## src/rtl/bcd_tick_counter.sv

```systemverilog
`default_nettype none
// ============================================================================
// Module      : bcd_tick_counter
// Description : Multi-digit up/down BCD counter advanced by qualified ticks,
//               with clear, sanitised parallel load and wrap carry pulse.
// Revision    : 1.0 - initial release
// ============================================================================
module bcd_tick_counter #(
  parameter int DIGITS = 2
) (
  input  logic                  sys_clk,
  input  logic                  sys_reset_n,
  input  logic                  tick,
  input  logic                  enable,
  input  logic                  up,
  input  logic                  clear,
  input  logic                  load,
  input  logic [4*DIGITS-1:0]   load_value,
  output logic [4*DIGITS-1:0]   bcd,
  output logic                  carry
);

  localparam logic [3:0] c_nine = 4'd9;
  localparam logic [3:0] c_zero = 4'd0;

  logic [4*DIGITS-1:0] r_bcd;
  logic                r_carry;
  logic [4*DIGITS-1:0] w_next;
  logic [4*DIGITS-1:0] w_load;
  // w_prop[i] = digit i receives a +1/-1 step; w_prop[DIGITS] = whole-counter wrap
  logic [DIGITS:0]     w_prop;

  assign w_prop[0] = 1'b1;

  for (genvar i = 0; i < DIGITS; i++) begin : g_digit
    logic [3:0] w_cur;
    logic [3:0] w_step;
    logic       w_at_limit;

    assign w_cur       = r_bcd[4*i +: 4];
    assign w_at_limit  = up ? (w_cur == c_nine) : (w_cur == c_zero);
    assign w_step      = up ? (w_cur + 4'd1) : (w_cur - 4'd1);
    assign w_next[4*i +: 4] = !w_prop[i] ? w_cur :
                              (w_at_limit ? (up ? c_zero : c_nine) : w_step);
    assign w_prop[i+1] = w_prop[i] & w_at_limit;

    assign w_load[4*i +: 4] = (load_value[4*i +: 4] > c_nine) ? c_nine
                                                               : load_value[4*i +: 4];
  end

  always_ff @(posedge sys_clk or negedge sys_reset_n) begin
    if (!sys_reset_n) begin
      r_bcd   <= '0;
      r_carry <= 1'b0;
    end else if (clear) begin
      r_bcd   <= '0;
      r_carry <= 1'b0;
    end else if (load) begin
      r_bcd   <= w_load;
      r_carry <= 1'b0;
    end else if (tick && enable) begin
      r_bcd   <= w_next;
      r_carry <= w_prop[DIGITS];
    end else begin
      r_carry <= 1'b0;
    end
  end

  assign bcd   = r_bcd;
  assign carry = r_carry;

endmodule
`default_nettype wire
```

## config.mk

```make
export PLATFORM = sky130hd
export DESIGN_NAME = bcd_tick_counter
export DESIGN_NICKNAME = d
export VERILOG_FILES = /design/src/rtl/bcd_tick_counter.sv
export SDC_FILE = /design/constraint.sdc
export NUM_CORES = 1
export LEC_CHECK = 0
export BUFFER_PORTS_ARGS = -buffer_cell sky130_fd_sc_hd__buf_2
export CAP_MARGIN = 25
export CORE_UTILIZATION = 53
export DETAILED_ROUTE_END_ITERATION = 8
export GPL_ROUTABILITY_DRIVEN = 0
export PLACE_DENSITY = 0.82
export SLEW_MARGIN = 10
export SYNTH_ARGS = -nofsm -noshare
export SYNTH_HDL_FRONTEND = slang
export SYNTH_SLANG_ARGS = --single-unit
```

## constraint.sdc

```tcl
create_clock -name sys_clk -period 5.1 [get_ports sys_clk]
set_clock_uncertainty 0.1 [all_clocks]
set_input_delay 1.02 -clock sys_clk [delete_from_list [all_inputs] [get_ports sys_clk]]
set_output_delay 1.02 -clock sys_clk [all_outputs]
set_load 0.1 [all_outputs]
```

Yosys cells after proc, flatten, opt, wreduce, memory -nomap -nowiden
Index checks and enable logic that the tools add are counted.
- bits in registers: 9
- latch bits: 0
- RAM bits: 0
- bits in read-only memories: 0
- output and inout bits: 9
- word-level logic and storage cells: 34
- memories: 0
- $add $sub $neg: 4
- multipliers: 0
- divide/modulo/power cells: 0
- magnitude comparators: 2
- equal/unequal tests: 2
- shift-type cells: 0
- multiplexer cells: 16
- bitwise logic cells: 1
- reductions and logical operators: 6
- operators with widths (kind ; number):
    $mux 4 ; 8
    $mux 8 ; 3
    $add 4x1->4 const B ; 2
    $eq 4x4->1 const B ; 2
    $gt 4x4->1 const B ; 2
    $logic_not 4->1 ; 2
    $sub 4x1->4 const B ; 2
    $reduce_bool 3->1 ; 2
    $mux 1 ; 5
    $reduce_and 2->1 ; 1
    $and 1x1->1 ; 1
    $logic_and 1x1->1 ; 1

Logic depth before layout (Yosys ltp)
- depth in word-level cells: 7
- gate-level depth with buffers: 7
- gate-level depth less buffers: 7

Worst setup path after synthesis
No wires, ideal clock.
- kind: input-to-reg
- start point: in up
- end point: reg r_bcd[7] (netlist: bcd[7])
- setup time: 94 ps
- arrival: 2420 ps
- setup slack: 2486 ps
- stages: 7
- cells stage by stage: inv_1 -> ha_1 -> a21o_1 -> a21oi_1 -> mux2i_1 -> mux2i_1 -> a211oi_1
- cells in the longest elaborated chain, start to end: 6
- elaborated cells on any way between the ends: 11
- those cells by class: mux: 9; reduce/logical: 2
- RTL lines (item ; line ; source):
    start: declaration ; 15 ; input logic up,
    $mux 4, or another cell as far along ; 42 ; assign w_step = up ? (w_cur + 4'd1) : (w_cur - 4'd1);
    $mux 4 ; 44 ; (w_at_limit ? (up ? c_zero : c_nine) : w_step);
    $mux 4 ; 43 ; assign w_next[4*i +: 4] = !w_prop[i] ? w_cur :
    $mux 8 ; 61 ; end else if (tick && enable) begin
    $mux 8 ; 58 ; end else if (load) begin
    $mux 8 ; 55 ; end else if (clear) begin
    end signal: assignment ; 59 ; r_bcd <= w_load;
    end signal: assignment ; 62 ; r_bcd <= w_next;
    end: declaration ; 26 ; logic [4*DIGITS-1:0] r_bcd;
Several ways; a longest one is shown, not always the timed one. The select of a mux whose other input is x is not followed.
A chain may end at the register's enable or synchronous reset.

Final worst setup path
Ends and elaborated chain as after synthesis.

==> results list <==
* Result of the run: finished, final reports clean
- In the final layout, the share of cells above drive strength 1 is 0.2883.
- First-pass GRT wire length: 2773 um
* Die ar.: 1643 um2
- Cell area after placement: 908.4 um2
* Hold Buf Count CTS: 0
- The tree is rooted in a sky130_fd_sc_hd__clkbuf_4.
- Count of state elements after synthesis: 9
* Cell chain of the critical path: buf_2 > inv_1 > ha_1 > a21o_1 > a21oi_1 > mux2i_1 > mux2i_1 > a211oi_1
* Worst ir drop on vdd: 0.2085 mV
* Initial DRT Pass Iterations: 4
- The worst pin sits at a relative slew slack of 0.6778.
- The worst setup path is launched from an input port.
- The worst setup path is of the in -> reg kind.
- Final HPWL from detailed placement: 1459 um
- Cts bufs inserted: 3
- For this configuration, the core starts out at a cell density of 0.5901.
- Total power for the finished layout comes to 243.4 uW.
- Counting distinct cell types in the post-synthesis netlist gives 35.
- In this design, the largest share of critical-path delay is due to compound AO/OA/AOI/OAI gates.
* Power per cell area: 260.4 nW/um2
- Share of synthesized area occupied by flip-flops and latches: 0.2862
- In this run the post-CTS setup repair buffer count came out at 0.
* Vias: 785
- At the worst endpoint, the required time is 5.17 ns.
* Crit-path slowest cell: sky130_fd_sc_hd__inv_1
- Number of endpoints with negative hold slack in the final report: 0
- Yosys printed 0 warnings.
- H-tree levels: 1
* Data arrival at the endpoint of the critical path: 2.81 ns
- Syn nets: 108
- Total DRC errors in the routed layout: 0
* Internal power of the cells: 136.0 uW
- Number of buffer cells added on primary ports: 23
- In this run the deepest clock path goes through 2 buffers.
- Post-route setup slack: 2.367 ns
* Max-cap violations: 0
* Final critical delay including setup and external delays: 2.733 ns
- Clock tree sinks: 9
- Relative contribution of sequential cells to total power: 0.347
* Final setup violation count: 0
- Averaged over all synthesized cells, the footprint is 9.046 um2.
* I/O pin total: 24
- Total leakage power: 0.0004473 uW
- Gate count of the mapped netlist: 87
- The worst setup path is captured at a flip-flop.
* Worst-skew pair later-pin latency: 0.28 ns
- The worst register-to-register path begins at bcd[5]$_DFFE_PN0P_.
- Of the available clock period, the critical path in the final layout requires 0.5359.
- The die is 40.54 um wide.
- After clock tree synthesis, the clock-pin slew on the worst setup and hold paths is 0.07 ns.
* CP most frequent cell: sky130_fd_sc_hd__mux2i_1
- The number of antenna diodes in the final layout is 0.
- Relative contribution of the clock network to total power: 0.239
* Maximum achievable frequency: 0.3659 GHz
- In this run the core area contains 13 standard-cell rows.
* Worst setup slack for register-to-register paths: 3.13 ns
* RSZ-0062 raised after global routing: no
- After the last flow step, the layout net total stands at 133.
- Worst slack after detailed placement: 2.084 ns
* Actual transition at the worst max-transition pin: 0.4866 ns
- For this run, the slowest stage of the critical path takes 0.30 ns.
- The number of global-route vias before repair was 614.
- Adding up every negative setup slack in the final design gives 0 ns.
* Die height: 40.54 um
* Quantity of gates resized following cts: 0
* Detailed-route wire length: 1917 um
- P&R area growth vs syn: 18.76%
- The finished cells cover 934.6 um2.
- The total area inside the core boundary comes to 1334 um2.
- The detail route stage leaves a number of antenna-violating nets equal to 0.
* Global Route Usage Sum: 0.2735
- Entering global routing, the biggest net connects 20 pins.
- Reported net switching power: 107.4 uW
- Along the worst path, the maximum fanout reaches 9.
* Tightest Hold Check Type: in -> async
- TritonCTS clock tree: built
- For the worst flop-to-flop path, the logic depth is 6.
- After detailed routing, the number of vias per cell comes to 6.230.
* Antenna violations before repair: 0
* Switching fraction of total power: 0.4413
- In this run the critical register-to-register path is captured at bcd[7]$_DFFE_PN0P_.
* CP Buf/Inv Count: 2
* Total global routing overflow: 0
- Average detailed-routed wire length per instance: 15.21 um
- Combinational Power Share: 0.414
* First DRT Iteration DRCs: 19
- Slew Limit Fails: 0
- Area of the mapped netlist: 787.0 um2
-- cells in the mapped netlist --
library cell / number / share of area
sky130_fd_sc_hd__o21ai_0: 4 / 0.025
sky130_fd_sc_hd__nor3_2: 1 / 0.013
sky130_fd_sc_hd__o2111ai_4: 1 / 0.033
sky130_fd_sc_hd__nand4_1: 2 / 0.016
sky130_fd_sc_hd__inv_1: 3 / 0.014
sky130_fd_sc_hd__nand3_1: 2 / 0.013
sky130_fd_sc_hd__nor2_2: 1 / 0.0080
sky130_fd_sc_hd__a211oi_1: 4 / 0.038
sky130_fd_sc_hd__o21ai_2: 1 / 0.011
sky130_fd_sc_hd__a21oi_2: 1 / 0.011
sky130_fd_sc_hd__fa_1: 2 / 0.051
sky130_fd_sc_hd__nand2b_1: 4 / 0.032
sky130_fd_sc_hd__dfrtp_1: 9 / 0.29
sky130_fd_sc_hd__nor4_1: 1 / 0.0080
sky130_fd_sc_hd__xnor2_1: 4 / 0.045
sky130_fd_sc_hd__xor2_1: 1 / 0.011
sky130_fd_sc_hd__nand2_1: 2 / 0.0095
sky130_fd_sc_hd__a221oi_1: 4 / 0.045
sky130_fd_sc_hd__o21ai_1: 2 / 0.013
sky130_fd_sc_hd__and3_1: 2 / 0.016
sky130_fd_sc_hd__nor2_1: 8 / 0.038
sky130_fd_sc_hd__buf_1: 1 / 0.0048
sky130_fd_sc_hd__a21oi_1: 7 / 0.045
sky130_fd_sc_hd__nor3_1: 2 / 0.013
sky130_fd_sc_hd__a21o_1: 3 / 0.029
sky130_fd_sc_hd__o211ai_1: 1 / 0.0095
sky130_fd_sc_hd__a21bo_1: 1 / 0.013
sky130_fd_sc_hd__clkbuf_1: 1 / 0.0048
sky130_fd_sc_hd__buf_2: 1 / 0.0064
sky130_fd_sc_hd__nor2b_1: 1 / 0.0080
sky130_fd_sc_hd__and3_4: 1 / 0.014
sky130_fd_sc_hd__mux2i_1: 2 / 0.025
sky130_fd_sc_hd__o31ai_1: 1 / 0.0095
sky130_fd_sc_hd__ha_1: 4 / 0.064
sky130_fd_sc_hd__nand3b_1: 2 / 0.019
-- metal layers --
layer / share of wire / vias up / wire length, um / GRT usage
met1: 0.43 / 367 / 819 / 0.3728
li1: - / 370 / - / -
met4: 0.018 / 0 / 34 / 0.1250
met2: 0.46 / 44 / 890 / 0.3929
met5: 0 / - / 0 / 0
met3: 0.090 / 4 / 172 / 0.08333
-- metrics by stage --
step | utilization | hold WS (ns) | cells
final | 0.7008 | 0.4843 | 126
after global routing | 0.7008 | 0.4910 | 126
after global placement | 0.6811 | 0.5787 | 122
after detailed placement | 0.6811 | 0.5886 | 122
after CTS | 0.7008 | 0.4851 | 126
after floorplan | - | 0.6244 | 87
-- how the worst max path moves through the flow --
stage | to | cells past startpoint | from
after floorplan | bcd[7]$_DFFE_PN0P_ | 7 | up
after global placement | bcd[7]$_DFFE_PN0P_ | 8 | up
after detailed placement | bcd[7]$_DFFE_PN0P_ | 8 | up
after CTS | bcd[7]$_DFFE_PN0P_ | 8 | up
after global routing | bcd[7]$_DFFE_PN0P_ | 8 | up
final | bcd[7]$_DFFE_PN0P_ | 8 | up
-- placed cells by master, fill, tap and decap left out, drive strengths merged, types with 4 or more instances in the layout --
master  netlist  layout
a211oi        4       4
a21oi         8       8
a221oi        4       4
buf           2      23
clkbuf        1       4
dfrtp         9       9
ha            4       4
nand2b        4       4
nor2          9       9
o21ai         7       7
xnor2         4       4
-- area by class of cell --
class                   instances  area [um2]
multi-input cells              72       538.0
fillers                       104       399.1
flip-flops and latches          9       225.2
repair buffers                 23       115.1
clock buffers                   4       26.28
well taps                      15       18.77
inverters                       3       11.26
-- cell families after synthesis --
logic type	count (synthesis)	synth area share
AND/OR/NAND/NOR	29	0.2067
buffers and inverters	6	0.03019
multiplexers	2	0.02544
adder cells (fa/ha/maj)	6	0.1145
XOR/XNOR	5	0.05564
flip-flops	9	0.2862
AO/OA/AOI/OAI	30	0.2814
-- registers in the layout, indices dropped and copies added, names as in the netlist --
signal,flops
bcd,8
carry,1
-- power groups by stage --
stage / Sequential [uW] / Clock (uW) / Combinational [uW]
final: 84.5 / 58.2 / 101
after global routing: 85.5 / 62.2 / 108
after CTS: 84.2 / 59.8 / 101
after detailed placement: 85.6 / 0 / 100
after global placement: 85.6 / 0 / 97.1
after floorplan: 119 / 0 / 42.6
(Power assumes the default switching activity.)
